**config.mk**
```make
export PLATFORM = sky130hd
export DESIGN_NAME = mem_wb_stage
export DESIGN_NICKNAME = d
export VERILOG_FILES = /design/src/rtl/mem_wb_stage.sv
export SDC_FILE = /design/constraint.sdc
export NUM_CORES = 1
export LEC_CHECK = 0
export CAP_MARGIN = 10
export CELL_PAD_IN_SITES_DETAIL_PLACEMENT = 0
export CELL_PAD_IN_SITES_GLOBAL_PLACEMENT = 2
export CORE_ASPECT_RATIO = 1.4
export CORE_MARGIN = 5
export CORE_UTILIZATION = 22
export DETAILED_ROUTE_END_ITERATION = 8
export HOLD_SLACK_MARGIN = 0.1
export PLACE_DENSITY_LB_ADDON = 0.12
export SYNTH_ARGS = -nofsm -noshare
export SYNTH_HDL_FRONTEND = slang
export SYNTH_SLANG_ARGS = --single-unit
```
**constraint.sdc**
```tcl
create_clock -name clk -period 1.7 [get_ports clk]
set_clock_uncertainty 0.2 [all_clocks]
set_input_delay 0.425 -clock clk [delete_from_list [all_inputs] [get_ports clk]]
set_output_delay 0.425 -clock clk [all_outputs]
set_load 0.005 [all_outputs]
```
**src/rtl/mem_wb_stage.sv**
```systemverilog
// Memory/writeback stage: retires ALU results into the register file and runs
// word loads/stores over a req/ack memory port with a bounded wait.
module mem_wb_stage #(
  parameter int unsigned MEM_TIMEOUT = 15
) (
  input  logic        clk,
  input  logic        reset,
  input  logic        in_valid,
  output logic        in_ready,
  input  logic [1:0]  op,
  input  logic [31:0] regDdata,
  input  logic [31:0] regBdata,
  input  logic [4:0]  regD,
  output logic        mem_req,
  output logic        mem_we,
  output logic [31:0] mem_addr,
  output logic [31:0] mem_wdata,
  input  logic [31:0] mem_rdata,
  input  logic        mem_ack,
  output logic        wrt_en,
  output logic [4:0]  addrD,
  output logic [31:0] data_d,
  output logic        exc
);

  localparam int CW = $clog2(MEM_TIMEOUT + 1);

  typedef enum logic [1:0] {
    IDLE = 2'd0,
    MEM  = 2'd1,
    WB   = 2'd2
  } state_t;

  state_t        state;
  logic [CW-1:0] tmo_cnt;
  logic [4:0]    dest;

  assign in_ready = (state == IDLE);

  // wrt_en and exc are single-cycle strobes: cleared every edge unless re-raised.
  always_ff @(posedge clk) begin
    if (reset) begin
      state     <= IDLE;
      tmo_cnt   <= '0;
      dest      <= '0;
      mem_req   <= 1'b0;
      mem_we    <= 1'b0;
      mem_addr  <= '0;
      mem_wdata <= '0;
      wrt_en    <= 1'b0;
      addrD     <= '0;
      data_d    <= '0;
      exc       <= 1'b0;
    end else begin
      wrt_en <= 1'b0;
      exc    <= 1'b0;
      case (state)
        IDLE: begin
          if (in_valid) begin
            case (op)
              2'b00: begin
                addrD  <= regD;
                data_d <= regDdata;
                wrt_en <= (regD != 5'd0);
              end
              2'b01, 2'b10: begin
                if (regDdata[1:0] != 2'b00) begin
                  exc <= 1'b1;
                end else begin
                  state     <= MEM;
                  mem_req   <= 1'b1;
                  mem_we    <= op[1];
                  mem_addr  <= regDdata;
                  mem_wdata <= regBdata;
                  dest      <= regD;
                  tmo_cnt   <= '0;
                end
              end
              default: ;
            endcase
          end
        end

        // An ack on the same edge the counter expires takes priority over the timeout.
        MEM: begin
          if (mem_ack) begin
            mem_req <= 1'b0;
            if (mem_we) begin
              state <= IDLE;
            end else begin
              state  <= WB;
              addrD  <= dest;
              data_d <= mem_rdata;
              wrt_en <= (dest != 5'd0);
            end
          end else if (tmo_cnt == CW'(MEM_TIMEOUT - 1)) begin
            mem_req <= 1'b0;
            exc     <= 1'b1;
            state   <= IDLE;
            tmo_cnt <= tmo_cnt + CW'(1);
          end else begin
            tmo_cnt <= tmo_cnt + CW'(1);
          end
        end

        WB: state <= IDLE;

        default: state <= IDLE;
      endcase
    end
  end

endmodule

```
# After elaboration in Yosys (flattened, before gate mapping)
# Index checks and enable logic that the tools add are counted.
# op_classes
add_sub_neg	1
reduce_logical	12
eq_ne	12
bitwise	1
n_mux	39
# ops
op	n
2-to-1 mux 32 bit	4
one-hot mux 32 bit (2 select lines)	1
2-to-1 mux 5 bit	4
2-to-1 mux 4 bit	4
AND reduction 5 bit	3
2-to-1 mux 1 bit	14
2-to-1 mux 2 bit	6
inequality test 2 bit, second input constant	5
one-hot mux 5 bit (2 select lines)	1
nonzero test 5 bit	2
one-hot mux 4 bit (2 select lines)	1
AND reduction 4 bit	2
one-hot mux 1 bit (2 select lines)	3
adder 4 x 1 -> 4 bit, second input constant	1
equality test 2 x 1 -> 1 bit, second input constant	2
equality test 4 bit, second input constant	1
logical NOT 2 bit	2
inequality test 2 x 1 -> 1 bit, second input constant	2
one-hot mux 2 bit (2 select lines)	1
nonzero test 2 bit	2
inequality test 3 bit, second input constant	1
equality test 2 bit, second input constant	1
OR reduction 2 bit	1
inverter 1 bit	1
# word_totals
ff_bits	116

# Logic depth before layout (Yosys ltp)
# logic_depth
depth_word	5
depth_mapped	8

# Worst setup path after synthesis
# Ideal clock, no wire load.
# synth_path
path_type	input to register
start	in op[0]
end	reg dest[0]
n_path_buf	2
arrival_time_ps	1621
t_required_ps	1430
stages	7
path_slack_ps	-191
path_cell_list	inv_1 ha_1 nor4bb_1 buf_2 clkbuf_1 nand3_1 a21oi_1
# synth_between
elab_chain_cells	3
# synth_lines
item	line_no	rtl
start, declared	10	input logic [1:0] op,
equality test 2 x 1 -> 1 bit / equality test 2 bit (equally long branches)	60	case (op)
OR reduction 2 bit *	60	
AND reduction 4 bit (no source line) *	n/a	
end signal, assigned	75	dest <= regD;
end, declared	36	logic [4:0] dest;
# Every way passes the cells marked *; elsewhere a longest branch is shown, timed or not.
# A chain may end at the register's enable or synchronous reset.

# Worst setup path in the final report
# layout_path
start	reg state[1]
end	out in_ready
# layout_between
elab_chain_cells	1
# layout_lines
item	line_no	rtl
start, declared	34	state_t state;
start signal, assigned	43	state <= IDLE;
start signal, assigned	70	state <= MEM;
start signal, assigned	89	state <= IDLE;
logical NOT 2 bit	38	assign in_ready = (state == IDLE);
end, declared	9	output logic in_ready,
# No other way between the ends.

==> impl_metrics.sql <==
INSERT INTO impl_metrics (metric_group, metric, value, unit) VALUES
('cts', 'tritoncts_clock_tree', 'built', ''),
('pwr', 'power.density_cell_area', '818', 'nW/um2'),
('sta', 'whs', '0.159', 'ns'),
('yosys', 'synth.yosys.seq_area_share', '45.0', '%'),
('detailed_routing', 'avgViaCountPerCell', '4.71', ''),
('yosys', 'synth_fp_nets', '698', ''),
('hold_path', 'worstHoldPathType', 'in2reg', ''),
('cts', 'clock_tree_buf_depth', '2', ''),
('pwr', 'cellInternalPower', '5720', 'uW'),
('outcome', 'result_of_the_run', 'complete, but fails checks', ''),
('pwr', 'power.clock.fraction', '46.8', '%'),
('pwr', 'static-leakage-power', '0.00366', 'uW'),
('die', 'start_util', '22.3', '%'),
('pwr', 'vdd_ir_drop_max', '0.000618', 'V'),
('setup_path', 'worst_r2r_startpoint', 'state[0]$_SDFFE_PP0P_', ''),
('detailed_routing', 'first_iter_violations', '223', ''),
('setup_path', 'critical_path.reg2reg.endpoint', 'data_d[23]$_SDFFE_PP0P_', ''),
('layout', 'drive_above_1_share', '28.1', '%'),
('sta', 'count_of_pins_over_their_slew_limit', '0', ''),
('yosys', 'flip_flop_and_latch_count_after_synthesis', '116', ''),
('pwr', 'report.power.total', '7550', 'uW'),
('yosys', 'postSynth.asyncResetShare', '0', '%'),
('cts', 'clk-insertion-delay-late', '0.41', 'ns'),
('detailed_routing', 'via_count', '5418', ''),
('placement', 'detailed_place_hpwl', '14200', 'um'),
('yosys', 'synth-warning-count', '0', ''),
('detailed_routing', 'detailedRoute.firstPassIterationCount', '6', ''),
('die', 'top_level_ports', '213', ''),
('pwr', 'pwr-share-seq', '38.1', '%'),
('placement', 'portBuffers', '212', ''),
('pwr', 'combinationalPowerShare', '15.1', '%'),
('setup_path', 'worstSetupPathType', 'reg2out', ''),
('placement', 'place_ws', '-0.707', 'ns'),
('setup_path', 'reg2regPathDepth', '5', ''),
('die', 'dieHeight', '191', 'um'),
('die', 'row_count', '66', ''),
('layout', 'final_net_count', '943', ''),
('cts', 'ctsRootBufferMaster', 'sky130_fd_sc_hd__clkbuf_16', ''),
('die', 'dieArea', '26700', 'um2'),
('sta', 'rsz_0062_raised_after_global_routing', 'yes', ''),
('layout', 'flow.area_growth_from_synthesis', '78.7', '%'),
('global_route', 'gr-usage-all-layers', '15.4', '%'),
('setup_path', 'critical_path_required', '1.07', 'ns'),
('detailed_routing', 'drtAntennaViolNets', '0', ''),
('hold_path', 'timing.hold.worst_path_depth', '3', ''),
('global_route', 'initial_antenna_violation_count', '0', ''),
('layout', 'final_antenna_diode_count', '0', ''),
('sta', 'postLayoutSetupSlackWorst', '-0.0448', 'ns'),
('yosys', 'ys.flop_type', 'sky130_fd_sc_hd__dfxtp_1', ''),
('detailed_routing', 'drc', '0', ''),
('yosys', 'netlist-cell-type-count', '35', ''),
('yosys', 'syn_area', '5160', 'um2'),
('cts', 'clkTransAtPathRegs', '0.05', 'ns'),
('sta', 'worst_slew_pin_slew', '0.454', 'ns'),
('setup_path', 'critical_path.max_fanout', '2', ''),
('cts', 'cts.sink_count', '116', ''),
('global_route', 'grt_first_pass_wirelength', '32300', 'um'),
('yosys', 'synth_area_per_cell', '8.78', 'um2'),
('flow_run', 'maxCapViolations', '0', ''),
('sta', 'final-hold-violation-count', '0', ''),
('setup_path', 'crit_path_end_kind', 'primary output', ''),
('setup_path', 'r2r_slack', '-0.01', 'ns'),
('pwr', 'netSwitchingPower', '1830', 'uW'),
('global_route', 'grt_overflow', '0', ''),
('setup_path', 'critical_path.startpoint_type', 'flop', ''),
('setup_path', 'crit_arrival', '1.12', 'ns'),
('sta', 'timing.final.crit_share', '103', '%'),
('detailed_routing', 'drt-wirelength-per-cell', '19.1', 'um'),
('hold_path', 'min_delay_worst_endpoint', 'tmo_cnt[0]$_SDFFE_PP0P_', ''),
('cts', 'htree_num_levels', '4', ''),
('sta', 'relSlewSlack', '69.8', '%'),
('pwr', 'power.share.switching', '24.2', '%'),
('sta', 'setup_violations', '3', ''),
('sta', 'clock.fmax', '573', 'MHz'),
('global_route', 'grt_pass1_vias', '5660', ''),
('die', 'die-width', '139', 'um'),
('die', 'design.core.area', '23200', 'um2'),
('sta', 'layout_min_cycle_time', '1.74', 'ns'),
('cts', 'numCtsBuffers', '17', ''),
('placement', 'place_congestion', '0.725', ''),
('hold_path', 'hold_path_startpoint', 'reset', ''),
('yosys', 'synth_edf_count', '0', ''),
('global_route', 'grt_start_max_net_pins', '72', ''),
('detailed_routing', 'totalWireLength', '22000', 'um'),
('yosys', 'syn_inst', '588', ''),
('outcome', 'violations', 'negative setup slack', '');
## metal layers
layer | part of all wire (%) | track usage [%]
met3 | 5.8 | 4.48
met2 | 53 | 28.2
met5 | 0 | 0
met4 | 0.96 | 4.33
met1 | 40 | 17.2
## kinds of logic (layout without fill, tap and decap cells)
logic type | count (synthesis) | in the layout | share of synthesized area, %
AND/OR/NAND/NOR | 94 | 94 | 9.96
adder cells (fa/ha/maj) | 3 | 3 | 0.727
AO/OA/AOI/OAI | 228 | 228 | 26.4
multiplexers | 38 | 38 | 8.26
buffers and inverters | 109 | 365 | 9.74
flip-flops | 116 | 116 | 45.0
## area by class of cell
class	instances	area, um2
fillers	2349	14000
clock buffers	21	470
inverters	42	163
multi-input cells	363	2770
clock inverters	9	105
repair buffers	293	3000
flip-flops and latches	116	2330
well taps	306	383
## power by group through the flow
| stage | clock, uW | combinational (uW) | sequential [uW] |
|---|---|---|---|
| after floorplan | 0 | 361 | 2930 |
| after global placement | 0 | 1020 | 2930 |
| after detailed placement | 0 | 1030 | 2940 |
| after CTS | 3660 | 1030 | 2880 |
| after global routing | 3780 | 1230 | 2890 |
| final | 3530 | 1140 | 2870 |
## synth_stat cells, types with 2 or more instances
cell,number,area share [%]
sky130_fd_sc_hd__a211oi_1,78,11
sky130_fd_sc_hd__a21o_1,2,0.29
sky130_fd_sc_hd__a21oi_1,71,6.9
sky130_fd_sc_hd__buf_2,20,1.9
sky130_fd_sc_hd__buf_4,5,0.73
sky130_fd_sc_hd__buf_6,6,1.3
sky130_fd_sc_hd__clkbuf_1,36,2.6
sky130_fd_sc_hd__dfxtp_1,116,45
sky130_fd_sc_hd__ha_1,3,0.73
sky130_fd_sc_hd__inv_1,41,3.0
sky130_fd_sc_hd__mux2_2,37,8.1
sky130_fd_sc_hd__nand2b_1,2,0.24
sky130_fd_sc_hd__nand3_1,69,6.7
sky130_fd_sc_hd__nand3b_1,3,0.44
sky130_fd_sc_hd__nor2_1,3,0.22
sky130_fd_sc_hd__nor2b_1,2,0.24
sky130_fd_sc_hd__nor3_1,2,0.19
sky130_fd_sc_hd__nor3b_1,3,0.44
sky130_fd_sc_hd__o2111ai_1,2,0.34
sky130_fd_sc_hd__o21ai_0,70,6.8
sky130_fd_sc_hd__o31ai_1,2,0.29
sky130_fd_sc_hd__or4_1,2,0.29
## worst max path at each step
stage,from,end,cells after the start
after global placement,op[1],mem_wdata[8]$_SDFFE_PP0P_,8
after CTS,state[0]$_SDFFE_PP0P_,in_ready,3
after global routing,state[0]$_SDFFE_PP0P_,data_d[24]$_SDFFE_PP0P_,5
after floorplan,op[0],dest[2]$_SDFFE_PP0P_,7
after detailed placement,op[1],mem_wdata[7]$_SDFFE_PP0P_,8
final,state[1]$_SDFFE_PP0P_,in_ready,3
## layout by cell type, fill, tap and decap left out, types with 3 or more instances in the layout
master                              n
sky130_fd_sc_hd__clkbuf_16         21
sky130_fd_sc_hd__nor3b_1            3
sky130_fd_sc_hd__buf_16             4
sky130_fd_sc_hd__nor2_1             3
sky130_fd_sc_hd__buf_12            17
sky130_fd_sc_hd__dfxtp_2            5
sky130_fd_sc_hd__nand3_1           67
sky130_fd_sc_hd__dlygate4sd2_1    105
sky130_fd_sc_hd__clkdlybuf4s15_1    3
sky130_fd_sc_hd__clkdlybuf4s50_1   99
sky130_fd_sc_hd__buf_6             11
sky130_fd_sc_hd__dfxtp_1          111
sky130_fd_sc_hd__o21ai_1            8
sky130_fd_sc_hd__mux2_2            37
sky130_fd_sc_hd__clkinvlp_4         4
sky130_fd_sc_hd__clkinv_2           3
sky130_fd_sc_hd__buf_4             42
sky130_fd_sc_hd__buf_2              3
sky130_fd_sc_hd__a21oi_1           70
sky130_fd_sc_hd__a211oi_4           3
sky130_fd_sc_hd__o21ai_0           62
sky130_fd_sc_hd__a211oi_2          65
sky130_fd_sc_hd__clkbuf_8           4
sky130_fd_sc_hd__nand3b_1           3
sky130_fd_sc_hd__a211oi_1          10
sky130_fd_sc_hd__inv_1             39
## repair_timing
item | 4_1_cts | 5_1_grt
pin swaps | 7 | 31
resized for setup | 162 | 83
hold endpoints to repair | 1 | 0
setup buffers | 8 | 2
endpoints found under the setup margin | 219 | 113
hold buffers | 1 | 0
gates cloned | 5 | 5
## through the flow
step	setup TNS [ns]	util, %	instance area (um2)	instances
global route	-2.04	39.8	9230	1150
CTS	-0.101	37.6	8720	1143
floorplan	-0.471	-	5250	588
detailed placement	-68.61	34.3	7970	1100
global placement	-68.04	34.3	7970	1100
finish	-0.0594	39.8	9230	1150
## state kept, by name, indices dropped and copies added, names as in the netlist, 2 cells and up
name       count
data_d        32
state          2
mem_addr      32
tmo_cnt        4
dest           5
addrD          5
mem_wdata     32
## worst max-delay path: stages, from the launching register on
cell and delay, ns:
sky130_fd_sc_hd__dfxtp_2 0.31, sky130_fd_sc_hd__or2_4 0.26, sky130_fd_sc_hd__clkinv_4 0.05, sky130_fd_sc_hd__buf_6 0.09
No activity file was read; power rests on OpenSTA's default activity.
==> RTL edit 1: new RTL, config.mk and constraints unchanged <==
Reset style: asynchronous (`reset`), changed in one clocked block.
--- a/src/rtl/mem_wb_stage.sv
+++ b/src/rtl/mem_wb_stage.sv
@@ -39,5 +39,5 @@
 
   // wrt_en and exc are single-cycle strobes: cleared every edge unless re-raised.
-  always_ff @(posedge clk) begin
+  always_ff @(posedge clk or posedge reset) begin
     if (reset) begin
       state     <= IDLE;
Behaviour: differs if reset is asserted again (counterexample within 4 cycles, from zero or initial values and one cycle with reset high); with reset held inactive, the same outputs for 4 cycles.
==> RTL edit 1 against the original RTL <==
The run still ends with setup timing left. Cell count is 6.9% lower. Setup slack worse by 0.011 ns. Global-route usage fell by 2.3 points. Worst hold slack improved by 0.096 ns. Via count decreased by 20%. Synthesized area shrank 6.8%. Routed wire length shrank 20%. Sequential cell count stayed put. Die area is 6.4% lower. Final area shrank 8.0%.
Power is not compared: it rests on default switching activity, and its combinational part moved more than twofold at a synthesized area within 25%.
==> RTL edit 1: results (changes against the original RTL) <==
stage	metric	value	unit	change
run_status	status	complete, but fails checks		
run_status	violations	setup timing		
cells_and_area	seqAreaFraction	34.2	%	+9.0 points
worst_hold_path	min_from	regDdata[1]		
global_routing	use_met2	22.2	%	-6.0 points
setup_path	worst_path_largest_cell_delay	0.39	ns	+0.08 ns
placement	dp_slack	-0.615	ns	+0.0921 ns
cells_and_area	multi_input_area	1800	um2	-35%
setup_path	r2r_end	addrD[1]$_DFFE_PP0P_		
global_routing	grt_max_degree	53		-26%
cells_and_area	comb.multi_input.count	356		-1.9%
synth	syn_nets	614		-12%
synth	ys_types	32		-8.6%
synth	async_reset_ff_share	100	%	+100 points
timing	setup_violations	22		+19
synth	synth_commonest_cells	206 x nand2_1, 116 x dfrtp_1, 40 x a21oi_1, 39 x nor2_1, 37 x mux2i_1		
clocking	cts_resized	188		+16%
setup_path	cp.arrival	1.89	ns	+0.77 ns
worst_hold_path	whs_endpoint	data_d[1]$_DFFE_PP0P_		
setup_path	critPathKind	reg -> reg		
cells_and_area	drive_gt1_share	14.7	%	-13 points
route	wl_met1	6.87	mm	-23%
setup_path	path_max_fanout	6		+4
timing	finalSetupTns	-0.738	ns	-0.679 ns
synth	synthTopCellsByArea	dfrtp_1 60%, nand2_1 16%, mux2i_1 7.7%		
timing	max_slew_margin	78.9	%	+9.2 points
placement	hpwl	11.9	mm	-17%
timing	finalWorstSetupSlack	-0.0558	ns	-0.0109 ns
synth	synthFlopType	dfrtp_1		
cells_and_area	clock_area_share	7.06	%	+0.83 points
synth	avgSynthCellArea	9.55	um2	+8.7%
cells_and_area	fill_cells	2163		-7.9%
placement	post-place-cells	1009		-8.3%
cells_and_area	n_clock_buffer	19		-9.5%
route	routed-via-count	4356		-20%
clocking	post_cts_buffers	11		+3
global_routing	grt_pass1_wl	25.1	mm	-22%
cells_and_area	final-nonclk-buf-share	33.0	%	+0.41 points
setup_path	cpMaxStageDelayCell	dfrtp_1		
[RTL edit 1: cell types whose count changed after synthesis, sizes merged, moves of 36 or more]
| cell | unedited run | this run |
|---|---|---|
| a211oi | 78 | 0 |
| dfrtp | 0 | 116 |
| dfxtp | 116 | 0 |
| inv | 42 | 4 |
| mux2 | 37 | 0 |
| mux2i | 1 | 37 |
| nand2 | 1 | 206 |
| nand3 | 69 | 3 |
| nor2 | 3 | 40 |
| o21ai | 70 | 8 |
[RTL edit 1: cell families after synthesis]
kind of cell / count (synthesis) / share of synthesized area [%]
adder cells (fa/ha/maj): 3 / 0.780
AO/OA/AOI/OAI: 52 / 5.62
XOR/XNOR: 1 / 0.182
buffers and inverters: 32 / 3.77
multiplexers: 37 / 7.70
AND/OR/NAND/NOR: 263 / 21.6
flip-flops: 116 / 60.3
[RTL edit 1: worst register-to-register path: cells and delay by family (launching register included)]
family,cells,cell delay [ns]
AND/OR/NAND/NOR,2,0.23
AO/OA/AOI/OAI,2,0.30
flip-flops,1,0.39
buffers and inverters,4,0.56
==> RTL edit 2: new RTL, same settings <==
Without the edit above. `MEM_TIMEOUT`: 15 -> 17.
--- a/src/rtl/mem_wb_stage.sv
+++ b/src/rtl/mem_wb_stage.sv
@@ -2,5 +2,5 @@
 // word loads/stores over a req/ack memory port with a bounded wait.
 module mem_wb_stage #(
-  parameter int unsigned MEM_TIMEOUT = 15
+  parameter int unsigned MEM_TIMEOUT = 17
 ) (
   input  logic        clk,
Check against the original RTL: same outputs for any inputs over 4 cycles, from zero or initial values and one cycle with reset high; that may be too few to reach the edited logic, so the function may still have changed.
==> RTL edit 2 against the original RTL <==
The flow still finishes with violations (setup timing). Critical path depth is 4 higher. Total power is 5.3% higher. Sequential share of layout area is 0.36 points higher. Highest routed layer unchanged. Setup slack worse by 0.043 ns. Synthesized area is 0.78% lower. Final area is 0.39% lower. Critical endpoint is now mem_wdata[21]$_SDFFE_PP0P_. Critical path type is now reg -> reg. Routed wire length hardly changed. Sequential cell count is 1 higher. Count of clock-buffer cells in the layout stayed put.
==> RTL edit 2: results (changes against the original RTL) <==
stage	metric	value	unit	change
cells_and_area	fill_cells	2329		-0.85%
timing	setup_violations	35		+32
run_status	status	complete, but fails checks		
power	total_leakage_power	0.00354	uW	-3.5%
power	ir_drop	0.716	mV	+16%
route	wl	21.9	mm	about the same
cells_and_area	drive_gt1_share	25.3	%	-2.8 points
synth	syn_nets	698		unchanged
setup_path	startpoint_type	flop		
synth	synthTopCellsByArea	dfxtp_1 46%, a211oi_1 11%, mux2_2 8.1%		
placement	gp_congestion	0.801		+11%
clocking	cts_buffers	17		unchanged
synth	async_reset_ff_share	0	%	unchanged
run_status	violations	setup timing		
clocking	cts.clk_slew.worst_paths	0.05	ns	about the same
clocking	ctsLongestPathBuffers	2		unchanged
global_routing	grt_max_degree	60		-17%
synth	ys_types	31		-11%
route	drt-initial-drc-count	288		+29%
worst_hold_path	hold_class	in -> reg		
synth	synth_commonest_cells	117 x dfxtp_1, 75 x a211oi_1, 73 x a21oi_1, 71 x o21ai_0, 69 x nand3_1		
timing	finalWorstSetupSlack	-0.0878	ns	-0.0429 ns
global_routing	grt_pass1_wl	33.1	mm	+2.5%
synth	avgSynthCellArea	8.72	um2	-0.78%
synth	ys.warnings.count	0		unchanged
cells_and_area	nets	936		-0.74%
global_routing	antenna_found_initial	0		unchanged
clocking	htree_num_levels	4		unchanged
global_routing	overflow	0		unchanged
placement	io_buffers	212		unchanged
global_routing	grt_pass1_vias	5684		+0.42%
cells_and_area	largestRegisters	data_d x32, mem_addr x32, mem_wdata x32		
worst_hold_path	min_from	op[1]		
route	vias_per_cell	4.75		+0.90%
route	firstDrtPassIters	4		-2
timing	worst_slew_pin_slew	0.365	ns	-0.0889 ns
setup_path	path_max_fanout	16		+14
cells_and_area	diodes	0		unchanged
placement	dp_slack	-0.764	ns	-0.0577 ns
placement	hpwl	14.4	mm	+1.2%
setup_path	timing.rr.start	state[0]$_SDFFE_PP0P_		
run	drv_cap	0		unchanged
placement	post-place-cells	1093		-0.64%
route	wire_per_inst	19.2	um	+0.35%
clocking	cts-root-buf	clkbuf_16		
global_routing	grt_usage	15.9	%	+0.56 points
clocking	clk_latency	0.42	ns	
synth	synthFlopType	dfxtp_1		
synth	yosysSeqAreaShare	45.7	%	+0.74 points
setup_path	cp.arrival	1.88	ns	+0.76 ns
-- RTL edit 2: cell count changes after synthesis, moves of 3 or more --
cell and change:
buf_6 -3, inv_1 +4, a211oi_1 -3, nand2_1 +5, clkbuf_1 +4, buf_4 -3
-- RTL edit 2: per-stage QoR --
| step | total power [uW] | setup TNS (ns) | instance area [um2] |
|---|---|---|---|
| 6_report | 7950 | -0.939 | 9190 |
| 2_1_floorplan | 3360 | -0.235 | 5170 |
| 3_3_place_gp | 4110 | -74.57 | 7990 |
| 5_1_grt | 8300 | -6.35 | 9190 |
| 4_1_cts | 7940 | -2.41 | 8690 |
| 3_5_place_dp | 4110 | -77.28 | 7990 |
-- RTL edit 2: cell type report --
class	count	area share, %
clock buffer	21	5.01
clock inverter	11	1.65
inverter	45	1.97
sequential	117	25.6
tap	306	4.17
timing repair buffer	282	32.7
multi-input combinational	363	29.0
-- RTL edit 2: per-layer routing --
metal / part of all wire (%) / GRT usage, %
met4: 2.0 / 5.01
met3: 6.1 / 5.24
met2: 51 / 27.6
met5: 0 / 0
met1: 41 / 18.7
-- RTL edit 2: worst max-delay path: stages, from the launching register on --
cell and delay [ns]:
dfxtp_4 0.37, buf_12 0.13, nand4bb_4 0.23, buf_12 0.18
buf_12 0.13, buf_16 0.15, o21ai_0 0.20, a21oi_2 0.07
-- RTL edit 2: path summary, 6_finish.rpt --
check	to	slack, ns	depth (start not counted)
setup reg to reg	mem_wdata[21]$_SDFFE_PP0P_	-0.09	7
hold / removal	mem_we$_SDFFE_PP0P_	0.13	3
setup / recovery	mem_wdata[21]$_SDFFE_PP0P_	-0.09	7
hold reg to reg	mem_addr[1]$_SDFFE_PP0P_	0.23	2
-- RTL edit 2: where the power goes --
part / total (uW) / switching, uW / leakage [uW] / internal, uW
combinational: 1310 / 581 / 0.00230 / 732
clock: 3740 / 1350 / 0.000285 / 2390
sequential: 2900 / 52.8 / 0.000954 / 2840
-- RTL edit 2: kinds of logic after synthesis --
kind of cell	share of synthesized area [%]
DFF	45.7
buffers and inverters	8.94
muxes	8.13
adders and majority gates	0.732
and+or+nand+nor	10.3
AOI/OAI and AO/OA	26.0
xor gates and xnor gates	0.171
-- RTL edit 2: timing repair --
action / in CTS / in global routing
pin swaps: 3 / 26
hold buffers: 1 / 0
endpoints found under the setup margin: 221 / 117
cloned: 5 / 4
gates resized for setup: 131 / 108
hold endpoints to repair: 3 / 0
buffers inserted: 3 / 9
